`src/rtl/hsv_core_pkg.sv`:
```
// Shared types for the core flush sequencer: FSM state encoding and the canonical unit count.
package hsv_core_pkg;

    typedef enum logic [1:0] {
        IDLE    = 2'd0,
        HOLD    = 2'd1,
        RELEASE = 2'd2
    } flush_state_t;

    localparam int FLUSH_UNITS = 6;

endpackage

```
`src/rtl/hsv_flush_watchdog.sv`:
```
// Per-phase watchdog for the flush sequencer: counts cycles since the last clear and
// flags expiry once the phase has lasted TIMEOUT_CYCLES cycles.
module hsv_flush_watchdog #(
    parameter int TIMEOUT_CYCLES = 1024
) (
    input  logic clk_core,
    input  logic rst_core_n,
    input  logic i_clear,
    output logic o_expired
);

    localparam int CNT_W = (TIMEOUT_CYCLES > 1) ? $clog2(TIMEOUT_CYCLES) : 1;
    localparam logic [CNT_W-1:0] CNT_LIMIT = CNT_W'(TIMEOUT_CYCLES - 1);

    logic [CNT_W-1:0] r_cnt;

    // Phase counter: cleared on phase entry, saturates at the limit.
    always_ff @(posedge clk_core or negedge rst_core_n) begin
        if (!rst_core_n) begin
            r_cnt <= '0;
        end else if (i_clear) begin
            r_cnt <= '0;
        end else if (r_cnt != CNT_LIMIT) begin
            r_cnt <= r_cnt + CNT_W'(1);
        end else begin
            r_cnt <= r_cnt;
        end
    end

    assign o_expired = (r_cnt == CNT_LIMIT);

endmodule

```
`src/rtl/hsv_core_flush_ctrl.sv`:
```
// Central flush sequencer: broadcasts a level flush request to all units and runs the
// HOLD/RELEASE handshake. Optional per-phase watchdog enabled by HSV_FLUSH_WATCHDOG_EN.
module hsv_core_flush_ctrl
    import hsv_core_pkg::*;
#(
    parameter int NUM_UNITS      = FLUSH_UNITS,
    parameter int MIN_HOLD       = 2,
    parameter int TIMEOUT_CYCLES = 1024
) (
    input  logic                 clk_core,
    input  logic                 rst_core_n,
    input  logic                 flush_start,
    output logic                 flush_busy,
    output logic                 flush_done,
    output logic [NUM_UNITS-1:0] unit_flush_req,
    input  logic [NUM_UNITS-1:0] unit_flush_ack,
    output logic                 protocol_err,
    output logic                 flush_timeout
);

    localparam int HOLD_W = (MIN_HOLD > 1) ? $clog2(MIN_HOLD) : 1;
    localparam logic [HOLD_W-1:0] HOLD_LAST = HOLD_W'(MIN_HOLD - 1);

    if (MIN_HOLD < 1 || TIMEOUT_CYCLES < 1) begin : g_param_check
        $error("hsv_core_flush_ctrl: MIN_HOLD and TIMEOUT_CYCLES must be >= 1");
    end

    flush_state_t          r_state;
    flush_state_t          w_state_nxt;
    logic [HOLD_W-1:0]     r_hold_cnt;
    logic [HOLD_W-1:0]     w_hold_cnt_nxt;
    logic                  r_pending;
    logic                  w_pending_nxt;
    logic                  r_req;
    logic                  r_done;
    logic                  w_done_nxt;
    logic                  r_perr;
    logic                  w_perr_set;
    logic [NUM_UNITS-1:0]  r_ack_q;
    logic                  w_all_ack;
    logic                  w_none_ack;
    logic                  w_expired;

    assign w_all_ack  = &unit_flush_ack;
    assign w_none_ack = ~|unit_flush_ack;

`ifdef HSV_FLUSH_WATCHDOG_EN
    logic w_wd_clear;
    logic w_wd_expired;
    logic r_timeout;

    // Any state change (or idling) restarts the phase timer.
    assign w_wd_clear = (r_state == IDLE) || (w_state_nxt != r_state);

    hsv_flush_watchdog #(
        .TIMEOUT_CYCLES (TIMEOUT_CYCLES)
    ) u_watchdog (
        .clk_core   (clk_core),
        .rst_core_n (rst_core_n),
        .i_clear    (w_wd_clear),
        .o_expired  (w_wd_expired)
    );

    assign w_expired = w_wd_expired && (r_state != IDLE);

    // Sticky timeout flag.
    always_ff @(posedge clk_core or negedge rst_core_n) begin
        if (!rst_core_n) begin
            r_timeout <= 1'b0;
        end else if (w_expired) begin
            r_timeout <= 1'b1;
        end else begin
            r_timeout <= r_timeout;
        end
    end

    assign flush_timeout = r_timeout;
`else
    assign w_expired     = 1'b0;
    assign flush_timeout = 1'b0;
`endif

    // Next-state decode; a flush_start coinciding with the release exit is not lost.
    always_comb begin
        w_state_nxt    = r_state;
        w_hold_cnt_nxt = r_hold_cnt;
        w_pending_nxt  = r_pending;
        w_done_nxt     = 1'b0;
        case (r_state)
            IDLE: begin
                if (flush_start) begin
                    w_state_nxt    = HOLD;
                    w_hold_cnt_nxt = '0;
                end else begin
                    w_state_nxt = IDLE;
                end
            end
            HOLD: begin
                if (((r_hold_cnt == HOLD_LAST) && w_all_ack) || w_expired) begin
                    w_state_nxt = RELEASE;
                end else if (r_hold_cnt != HOLD_LAST) begin
                    w_hold_cnt_nxt = r_hold_cnt + HOLD_W'(1);
                end else begin
                    w_hold_cnt_nxt = r_hold_cnt;
                end
            end
            RELEASE: begin
                if (w_none_ack || w_expired) begin
                    if (r_pending || flush_start) begin
                        w_state_nxt    = HOLD;
                        w_hold_cnt_nxt = '0;
                        w_pending_nxt  = 1'b0;
                    end else begin
                        w_state_nxt = IDLE;
                        w_done_nxt  = 1'b1;
                    end
                end else if (flush_start) begin
                    w_pending_nxt = 1'b1;
                end else begin
                    w_pending_nxt = r_pending;
                end
            end
            default: begin
                w_state_nxt    = HOLD;
                w_hold_cnt_nxt = '0;
                w_pending_nxt  = 1'b0;
            end
        endcase
    end

    // Handshake rule checks against the previous-cycle ack snapshot.
    always_comb begin
        w_perr_set = 1'b0;
        case (r_state)
            IDLE:    w_perr_set = |unit_flush_ack;
            HOLD:    w_perr_set = |(r_ack_q & ~unit_flush_ack);
            RELEASE: w_perr_set = |(~r_ack_q & unit_flush_ack);
            default: w_perr_set = 1'b0;
        endcase
    end

    // State, counters and registered outputs; reset lands in HOLD for the post-reset flush.
    always_ff @(posedge clk_core or negedge rst_core_n) begin
        if (!rst_core_n) begin
            r_state    <= HOLD;
            r_hold_cnt <= '0;
            r_pending  <= 1'b0;
            r_req      <= 1'b1;
            r_done     <= 1'b0;
            r_perr     <= 1'b0;
            r_ack_q    <= '0;
        end else begin
            r_state    <= w_state_nxt;
            r_hold_cnt <= w_hold_cnt_nxt;
            r_pending  <= w_pending_nxt;
            r_req      <= (w_state_nxt == HOLD);
            r_done     <= w_done_nxt;
            r_perr     <= r_perr | w_perr_set;
            r_ack_q    <= unit_flush_ack;
        end
    end

    assign unit_flush_req = {NUM_UNITS{r_req}};
    assign flush_done     = r_done;
    assign protocol_err   = r_perr;
    assign flush_busy     = (r_state != IDLE);

endmodule

```
`config.mk`:
```
export PLATFORM = sky130hd
export DESIGN_NAME = hsv_core_flush_ctrl
export DESIGN_NICKNAME = d
export VERILOG_FILES = /design/src/rtl/hsv_core_pkg.sv /design/src/rtl/hsv_flush_watchdog.sv /design/src/rtl/hsv_core_flush_ctrl.sv
export SDC_FILE = /design/constraint.sdc
export NUM_CORES = 1
export LEC_CHECK = 0
export CAP_MARGIN = 30
export CORE_MARGIN = 2
export CORE_UTILIZATION = 44
export CTS_BUF_LIST = sky130_fd_sc_hd__clkbuf_16
export CTS_CLUSTER_DIAMETER = 50
export DETAILED_ROUTE_END_ITERATION = 16
export HOLD_SLACK_MARGIN = 0.06
export PLACE_DENSITY_LB_ADDON = 0.08
export SLEW_MARGIN = 20
export SYNTH_ARGS = -nofsm -noshare
export SYNTH_HDL_FRONTEND = slang
export SYNTH_HIERARCHICAL = 1
export SYNTH_SLANG_ARGS = --single-unit
```
`constraint.sdc`:
```
create_clock -name clk_core -period 1.4 [get_ports clk_core]
set_input_delay 0.42 -clock clk_core [delete_from_list [all_inputs] [get_ports clk_core]]
set_output_delay 0.42 -clock clk_core [all_outputs]
set_load 0.02 [all_outputs]
```
==> summary.md, run 1 <==
| Metric | Value |
|---|---|
| Status | `finished, final reports clean` |
| Bufs on Longest Clock Path | `2` |
| Min-Delay Path Class | `in -> reg` |
| # rows | `13` |
| Leakage | `0.464 nW` |
| Final Critical Period | `between 1000 and 1500 ps` |
| Nets | `~100` |
| DR WL/cell | `~15 um` |
| Total CTS buffers | `3` |
| Die width | `~42 um` |
| Switch share | `about a fifth` |
| Post-DP HPWL | `1.10 mm` |
| Post-synthesis area per instance | `between 10 and 15 sq um` |
| Final Cell Area | `~1000 sq um` |
| Max Clock Skew | `a little under 2 ps` |
| Starting Density | `between 40 and 50%` |
| Reg2reg path depth | `5` |
| PortBufs | `17` |
| Number of diodes | `0` |
| Syn Nets | `71` |
| Total core area | `1320 sq um` |
| Seq/Total Area, Yosys | `around 52%` |
| Yosys top cell area share | `43.7%` |
| Number of remaining DRC errors | `0` |
| Placed Area | `891 sq um` |
| Antenna violations before repair | `0` |
| Number of global-route vias before repair | `~580` |
| FF-to-FF End | `r_state[0]` |
| Chip height | `~42 um` |
| Final setup viols | `0` |
| Total grt overflow | `0` |
| H-Tree Depth | `1` |
| Crit Path Category | `reg -> out` |
| YS warnings | `6` |
| DRT antenna net count | `0` |
| Post-synth EDFFs | `0` |
| Top_reg_cell synth | `dfrtp_1` |
| Hold depth | `2` |
| Root Buffer | `clkbuf_16` |
| Biggest cell delay along the critical path | `530 ps` |
| Maxcap violations | `0` |
| CP top delay family | `flip-flops` |
| Post-synth ARST share | `100%` |
| Comb pwr share | `between 10 and 15%` |
| Final Wtd Congestion | `about 0.8` |
| R2r startpoint | `r_state[0]` |
| Synth unique cells | `20` |
| Final hold vios | `0` |
| Share of power burned in registers | `between 30% and 40%` |
| Worst hold endpoint | `r_ack_q[1]` |
| Final WL | `around 1.6 mm` |
| Crit path max-delay cell type | `dfstp_2` |
| Startpoint class of the critical path | `register` |
| Placed cell count | `103` |
| Ratio of cells with drive above 1 in the final layout | `roughly 48%` |
| Initial drt markers | `41` |
| Flop-to-flop setup slack | `around 40 ps` |
| Layout Cells excl Fill | `around 110` |
| Cells after synthesis | `62` |
| Cell Pwr Density | `approximately 1100 nW/um^2` |
| HP Start | `unit_flush_ack[1]` |
| Peak VDD IR | `~0.9 mV` |
| Worst-Skew Late Latency | `240 ps` |
| Switching power | `around 0.23 mW` |
| Post-synth top area cell | `dfrtp_1` |
| P&R area growth vs syn | `55.2%` |
| Mapped Area | `around 630 sq um` |
| Fin. max-slew vios | `0` |
| CTS Sinks | `13` |
| Top post-synthesis cells by area | `dfrtp_1 (44%), buf_4 (8.3%), dfstp_2 (8.3%), inv_1 (6.5%), o32ai_1 (4.2%)` |
| First-pass GRT wire length | `~2.6 mm` |
| Worst-path maximum fanout | `2` |
| Clock-pin slew on the worst setup and hold paths | `around 40 ps` |
| F_max | `a little over 0.7 GHz` |
| Buffers & Inverters on Critical Path | `2` |
| Crit path cell chain | `inv_2 -> nand2_2 -> buf_6` |
| RSZ-0062 raised after global routing | `true` |
| Total GRT Usage | `19.4%` |
| Crit share post-route | `around 100%` |
| Worst EP required | `about 980 ps` |
| P_int | `about 0.84 mW` |
| Largest net degree at the start of global routing | `14` |
| Fin Setup TNS | `0 ps` |
| FF+latch count, synth | `13` |
| Detailed-route via count | `slightly below 600` |
| Worst path arrival time | `980 ps` |
| DRT Pass-1 Iters | `4` |
| Hold slack | `between 400 and 500 ps` |
| CP Capture Type | `output port` |
| # IOs | `19` |
| Clock power frac | `between 40 and 50%` |
| DIE AREA | `roughly 1800 sq um` |
| Vias/cell | `between 5 and 6` |
| Most common library cells after synthesis | `dfrtp_1 (11), inv_1 (11), buf_4 (7), nand2_1 (6), a21oi_1 (4)` |
| CTS tree | `done` |
==> flip-flops by register name (all words and copies together) (netlist names) <==
register      count
flush_done        1
protocol_err      1
r_ack_q           6
r_hold_cnt        1
r_pending         1
r_req             1
r_state           2
==> worst max path at each step <==
stage                      start           end  slack [ps]  depth (start not counted)
3_3_place_gp   unit_flush_ack[0]         r_req        -500                          5
2_1_floorplan  unit_flush_ack[0]  protocol_err          40                          4
4_1_cts               r_state[0]    flush_busy          -6                          3
3_5_place_dp   unit_flush_ack[1]         r_req        -480                          5
5_1_grt               r_state[0]    flush_busy         -40                          3
6_report              r_state[0]    flush_busy           4                          3
==> per-layer routing <==
layer / vias up / track usage (%) / part of all wire, % / wire length [um]
li1: 273 / - / - / -
met1: 288 / 26.1 / 45 / 743
met2: 23 / 30.3 / 48 / 793
met3: 2 / 3.91 / 5.2 / 85
met4: 0 / 7.74 / 0.92 / 15
met5: - / 0 / 0 / 0
==> final cells by class <==
| cell class | count | area [sq um] |
|---|---|---|
| sequential | 13 | 328 |
| tap | 15 | 18.8 |
| fill | 97 | 339 |
| inverter | 11 | 41.3 |
| clock inverter | 1 | 3.75 |
| clock buffer | 3 | 75.1 |
| timing repair buffer | 34 | 272 |
| multi-input combinational | 30 | 240 |
==> repair_timing <==
action | CTS | global route
endpoints found under the setup margin | 16 | 13
resized for setup | 42 | 18
pin swaps | 4 | 3
setup buffers | 0 | 0
hold buffers | 0 | 0
==> power groups by stage <==
stage	combinational (mW)	clock, mW	sequential [mW]
global route	0.146	0.547	0.410
finish	0.134	0.518	0.408
detailed placement	0.126	0	0.411
CTS	0.122	0.528	0.406
floorplan	0.0509	0	0.408
global placement	0.124	0	0.410
==> cells by family (layout without fill, tap and decap cells) <==
group / count (synthesis) / after routing / synth area share [%]
AOI/OAI and AO/OA: 17 / 17 / 21.2
buffers and inverters: 19 / 49 / 15.5
DFF: 13 / 13 / 52.0
other: 1 / 1 / 0.595
and+or+nand+nor: 12 / 12 / 10.7
==> cell usage in the layout (no fill, tap or decap) <==
cell type	Yosys	layout
inv_1	11	10
buf_6	0	3
clkdlybuf4s50_1	0	3
nor2_2	0	1
a2bb2oi_2	0	2
dfstp_2	2	2
o2111ai_1	2	2
nor4_2	1	2
dlygate4sd2_1	0	4
buf_4	7	21
conb_1	1	1
nand3_2	1	1
o21a_1	2	2
dfrtp_1	11	11
a21oi_1	4	3
clkbuf_2	0	3
o32ai_2	0	1
nand4_1	1	1
nand2_2	0	1
a31o_1	1	1
clkbuf_16	0	3
nand2_1	6	5
inv_2	0	2
nor4_1	2	1
a222oi_1	2	2
o32ai_1	3	2
a21oi_2	0	1
a31o_2	1	1
==> through the flow <==
stage               util [%]  power [mW]  worst slack, ps
finish                  74.3        1.06             4.00
global route            74.3        1.10            -37.5
CTS                     71.9        1.06            -6.43
detailed placement      67.6       0.538             -482
global placement        67.6       0.534             -499
floorplan                  -       0.459             39.9
Note: power is estimated with default switching activity, not from simulation.
==> run 2: changes to the inputs <==
- SKIP_CTS_REPAIR_TIMING: not set -> 1
==> summary.md, run 2 (synthesis gave the netlist of run 1 again) <==
| Metric | Value |
|---|---|
| Worst-Skew Late Latency | `between 200 and 250 ps` |
| Post-DP HPWL | `between 1 and 1.5 mm` |
| Total core area | `roughly 1300 sq um` |
| First-pass GRT wire length | `about 2.6 mm` |
| Worst EP required | `a little under 1000 ps` |
| # IOs | `19` |
| Largest net degree at the start of global routing | `14` |
| Placed Area | `just under 900 sq um` |
| Clock-pin slew on the worst setup and hold paths | `40 ps` |
| F_max | `0.714 GHz` |
| Ratio of cells with drive above 1 in the final layout | `43.5%` |
| Biggest register | `r_ack_q` |
| Final core occ | `roughly three quarters` |
| Total grt overflow | `0` |
| CTS Sinks | `13` |
| Chip height | `around 42 um` |
| Most frequent cells in the layout | `buf_4 (20), dfrtp_1 (11), inv_1 (10), dlymetal6s2s_1 (7), nand2_1 (5)` |
| Final WL | `about 1.5 mm` |
| Fin. max-slew vios | `0` |
| DRT antenna net count | `0` |
| Peak VDD IR | `a little over 0.9 mV` |
| Vias/cell | `about 5.5` |
| Total CTS buffers | `3` |
| Fin Setup TNS | `0 ps` |
| Nets | `around 100` |
| Crit path cell chain | `buf_4` |
| P&R area growth vs syn | `59.9%` |
| Final setup viols | `0` |
| Crit path max-delay cell type | `dfstp_2` |
| Buffers & Inverters on Critical Path | `1` |
| Final Cell Area | `approximately 1000 sq um` |
| Detailed-route via count | `589` |
| Final Critical Period | `between 1000 and 1500 ps` |
| DR WL/cell | `14.4 um` |
| DIE AREA | `~1800 sq um` |
| Final Wtd Congestion | `between 0.8 and 0.9` |
| Worst path arrival time | `980 ps` |
| Antenna violations before repair | `0` |
| Final hold vios | `0` |
| Max reg flops | `6` |
| Hold slack | `450 ps` |
| Crit Path Category | `reg -> out` |
| Number of diodes | `0` |
| Tot Pwr | `between 1 and 1.5 mW` |
| PortBufs | `17` |
| DRT Pass-1 Iters | `4` |
| CP top delay family | `flip-flops` |
| Root Buffer | `clkbuf_16` |
| Min-Delay Path Class | `in -> reg` |
| Max Clock Skew | `between 1 and 1.5 ps` |
| Bufs on Longest Clock Path | `2` |
| Worst-path maximum fanout | `6` |
| Starting Density | `47.9%` |
| H-Tree Depth | `1` |
| Most common cell after layout, fill and taps aside | `buf_4` |
| RSZ-0062 raised after global routing | `true` |
| Initial drt markers | `24` |
| Status | `finished, final reports clean` |
| Total GRT Usage | `19.9%` |
| # rows | `13` |
| Leakage | `around 0.52 nW` |
| Number of global-route vias before repair | `between 500 and 600` |
| CP Capture Type | `output port` |
| Biggest cell delay along the critical path | `approximately 580 ps` |
| Crit share post-route | `roughly 100%` |
| Regs by FF count | `r_ack_q: 6 flops, r_state: 2 flops` |
| Number of remaining DRC errors | `0` |
| Cell Pwr Density | `approximately 1000 nW/um^2` |
| Startpoint class of the critical path | `register` |
| CTS tree | `done` |
| Die width | `41.9 um` |
| Maxcap violations | `0` |
[run 2: layout make-up]
cell class	instances	area [sq um]
well taps	15	18.8
flip-flops and latches	13	328
multi-input cells	30	234
fillers	89	309
repair buffers	34	308
clock buffers	3	75.1
clock inverters	1	3.75
inverters	11	41.3
[run 2: where the power goes]
group          total, mW  internal, mW  switching (mW)  leakage, nW
Clock              0.517         0.375           0.142       0.0423
Sequential         0.407         0.395          0.0119        0.150
Combinational      0.134        0.0678          0.0663        0.332
[run 2: path summary, 6_finish.rpt]
kind | startpoint | endpoint | slack (ps) | cells past startpoint
worst min register to register | r_pending | flush_done | 470 | 1
worst max-delay path | r_req | unit_flush_req[1] | 0.2 | 1
max in group asynchronous | rst_core_n | r_state[0] | 670 | 2
worst min-delay path | unit_flush_ack[5] | r_ack_q[5] | 450 | 2
worst max register to register | r_state[0] | r_state[0] | 110 | 5
min in group asynchronous | rst_core_n | r_ack_q[4] | 500 | 2
[run 2: layer usage]
metal,up-vias,track usage [%],part of all wire (%)
met1,286,25.8,47
met2,26,32.5,46
met3,2,3.91,6.0
met5,-,0,0
met4,0,7.74,0.98
li1,275,-,-
[run 2: through the flow]
step / std cells / setup WS, ps
after global placement: 103 / -499
after detailed placement: 103 / -482
final: 107 / 0.197
after CTS: 107 / -515
after global routing: 107 / -47.5
after floorplan: 62 / 39.9
==> run 3: changes to the inputs <==
--- a/config.mk
+++ b/config.mk
@@ -8,5 +8,5 @@
 export CAP_MARGIN = 30
 export CORE_MARGIN = 2
-export CORE_UTILIZATION = 44
+export CORE_UTILIZATION = 47
 export CTS_BUF_LIST = sky130_fd_sc_hd__clkbuf_16
 export CTS_CLUSTER_DIAMETER = 50
@@ -15,5 +15,4 @@
 export PLACE_DENSITY_LB_ADDON = 0.08
 export SKIP_CTS_REPAIR_TIMING = 1
-export SLEW_MARGIN = 20
 export SYNTH_ARGS = -nofsm -noshare
 export SYNTH_HDL_FRONTEND = slang
==> constraint.sdc (replaced) <==
create_clock -name clk_core -period 1.8 [get_ports clk_core]
set_input_delay 0.36 -clock clk_core [delete_from_list [all_inputs] [get_ports clk_core]]
set_output_delay 0.36 -clock clk_core [all_outputs]
set_load 0.02 [all_outputs]
==> summary.md, run 3 (synthesis gave the netlist of run 1 again) <==
| Metric | Value |
|---|---|
| Root Buffer | `clkbuf_16` |
| Final setup viols | `0` |
| Cell Pwr Density | `a little under 900 nW/um^2` |
| Max reg flops | `6` |
| CP Capture Type | `register` |
| Total GRT Usage | `between 20% and 30%` |
| Regs by FF count | `r_ack_q: 6 flops, r_state: 2 flops` |
| Detailed-route via count | `slightly below 600` |
| Tot Pwr | `just over 0.8 mW` |
| Total core area | `between 1000 and 1500 sq um` |
| Number of diodes | `0` |
| Number of global-route vias before repair | `between 500 and 600` |
| Final WL | `roughly 1.7 mm` |
| Largest net degree at the start of global routing | `14` |
| Slew headroom | `between 60% and 70%` |
| Leakage | `between 0.4 and 0.5 nW` |
| CTS tree | `done` |
| Fin. max-slew vios | `0` |
| Setup ws final | `between 60 and 70 ps` |
| Nets | `between 90 and 100` |
| Starting Density | `between 40% and 50%` |
| Crit share post-route | `between 90 and 100%` |
| Vias/cell | `between 5 and 6` |
| Initial drt markers | `36` |
| Worst-Skew Late Latency | `about 240 ps` |
| DRT Pass-1 Iters | `4` |
| Most frequent cells in the layout | `inv_1 (12), dfrtp_1 (11), clkdlybuf4s50_1 (10), buf_4 (8), dlymetal6s2s_1 (7)` |
| Final Cell Area | `a little over 900 sq um` |
| Max Clock Skew | `between 4 and 5 ps` |
| DIE AREA | `approximately 1700 sq um` |
| Dpl ws | `-80.2 ps` |
| Fillers | `89` |
| Biggest register | `r_ack_q` |
| Chip height | `between 40 and 50 um` |
| Worst EP required | `approximately 1900 ps` |
| P&R area growth vs syn | `45.8%` |
| Antenna violations before repair | `0` |
| CTS Sinks | `13` |
| # IOs | `19` |
| Die width | `about 40 um` |
| Maxcap violations | `0` |
| Status | `finished, final reports clean` |
| Worst-path maximum fanout | `4` |
| Placed Area | `slightly above 800 sq um` |
| Ratio of cells with drive above 1 in the final layout | `around a fifth` |
| Most common cell after layout, fill and taps aside | `inv_1` |
| PortBufs | `17` |
| Crit Path Category | `in -> reg` |
| DRT antenna net count | `0` |
| Layout Cells excl Fill | `a little under 100` |
| Post-DP HPWL | `~1.1 mm` |
| Worst path arrival time | `between 1500 and 2000 ps` |
| Flop-to-flop setup slack | `410 ps` |
| First-pass GRT wire length | `2.59 mm` |
| Hold slack | `around 480 ps` |
| Reg2reg path depth | `5` |
| Final core occ | `between 70% and 80%` |
| Clock-pin slew on the worst setup and hold paths | `50 ps` |
| # rows | `13` |
| Fin Setup TNS | `0 ps` |
| Min-Delay Path Class | `in -> async` |
| FF-to-FF End | `r_state[0]` |
| Final hold vios | `0` |
| Total CTS buffers | `3` |
| Peak VDD IR | `0.632 mV` |
| Bufs on Longest Clock Path | `2` |
| RSZ-0062 raised after global routing | `false` |
| Total grt overflow | `0` |
| DR WL/cell | `~17 um` |
| Slew @ Worst Pin | `between 500 and 600 ps` |
| Startpoint class of the critical path | `input port` |
| Number of remaining DRC errors | `0` |
| Final Wtd Congestion | `around 0.80` |
| Placed cell count | `94` |
| F_max | `~0.58 GHz` |
| Multi-input logic area | `slightly above 200 sq um` |
| H-Tree Depth | `1` |
| Final Critical Period | `about 1700 ps` |
| R2r startpoint | `r_state[0]` |
| Reg area | `roughly 330 sq um` |
## run 3: worst max path at each step
stage,start,to,cells after the start
floorplan,unit_flush_ack[0],protocol_err,4
global placement,unit_flush_ack[1],r_req,5
detailed placement,unit_flush_ack[1],r_state[0],5
CTS,r_state[0],flush_busy,3
global route,unit_flush_ack[1],r_state[0],5
finish,unit_flush_ack[1],flush_done,5
## run 3: power by group
group,internal [mW],switching [mW]
logic,0.0396,0.0455
registers,0.307,0.00912
clock network,0.293,0.125
total,0.640,0.179
## run 3: final cells by class
cell class	instances	area share, %
sequential	13	35.6
timing repair buffer	25	26.9
multi-input combinational	30	22.3
clock buffer	3	8.16
inverter	11	4.49
tap	15	2.04
clock inverter	1	0.408
## run 3: critical path: stages
cell,delay (ps)
clkdlybuf4s50_1,500
nor4_2,330
nand3_2,160
buf_4,180
nor4_1,320
## run 3: layer usage
| layer | GRT usage (%) | up-vias | part of all wire, % |
|---|---|---|---|
| met1 | 28.6 | 276 | 38 |
| li1 | - | 256 | - |
| met5 | 0 | - | 0 |
| met4 | 16.7 | 0 | 1.6 |
| met3 | 13.0 | 6 | 12 |
| met2 | 38.1 | 48 | 48 |
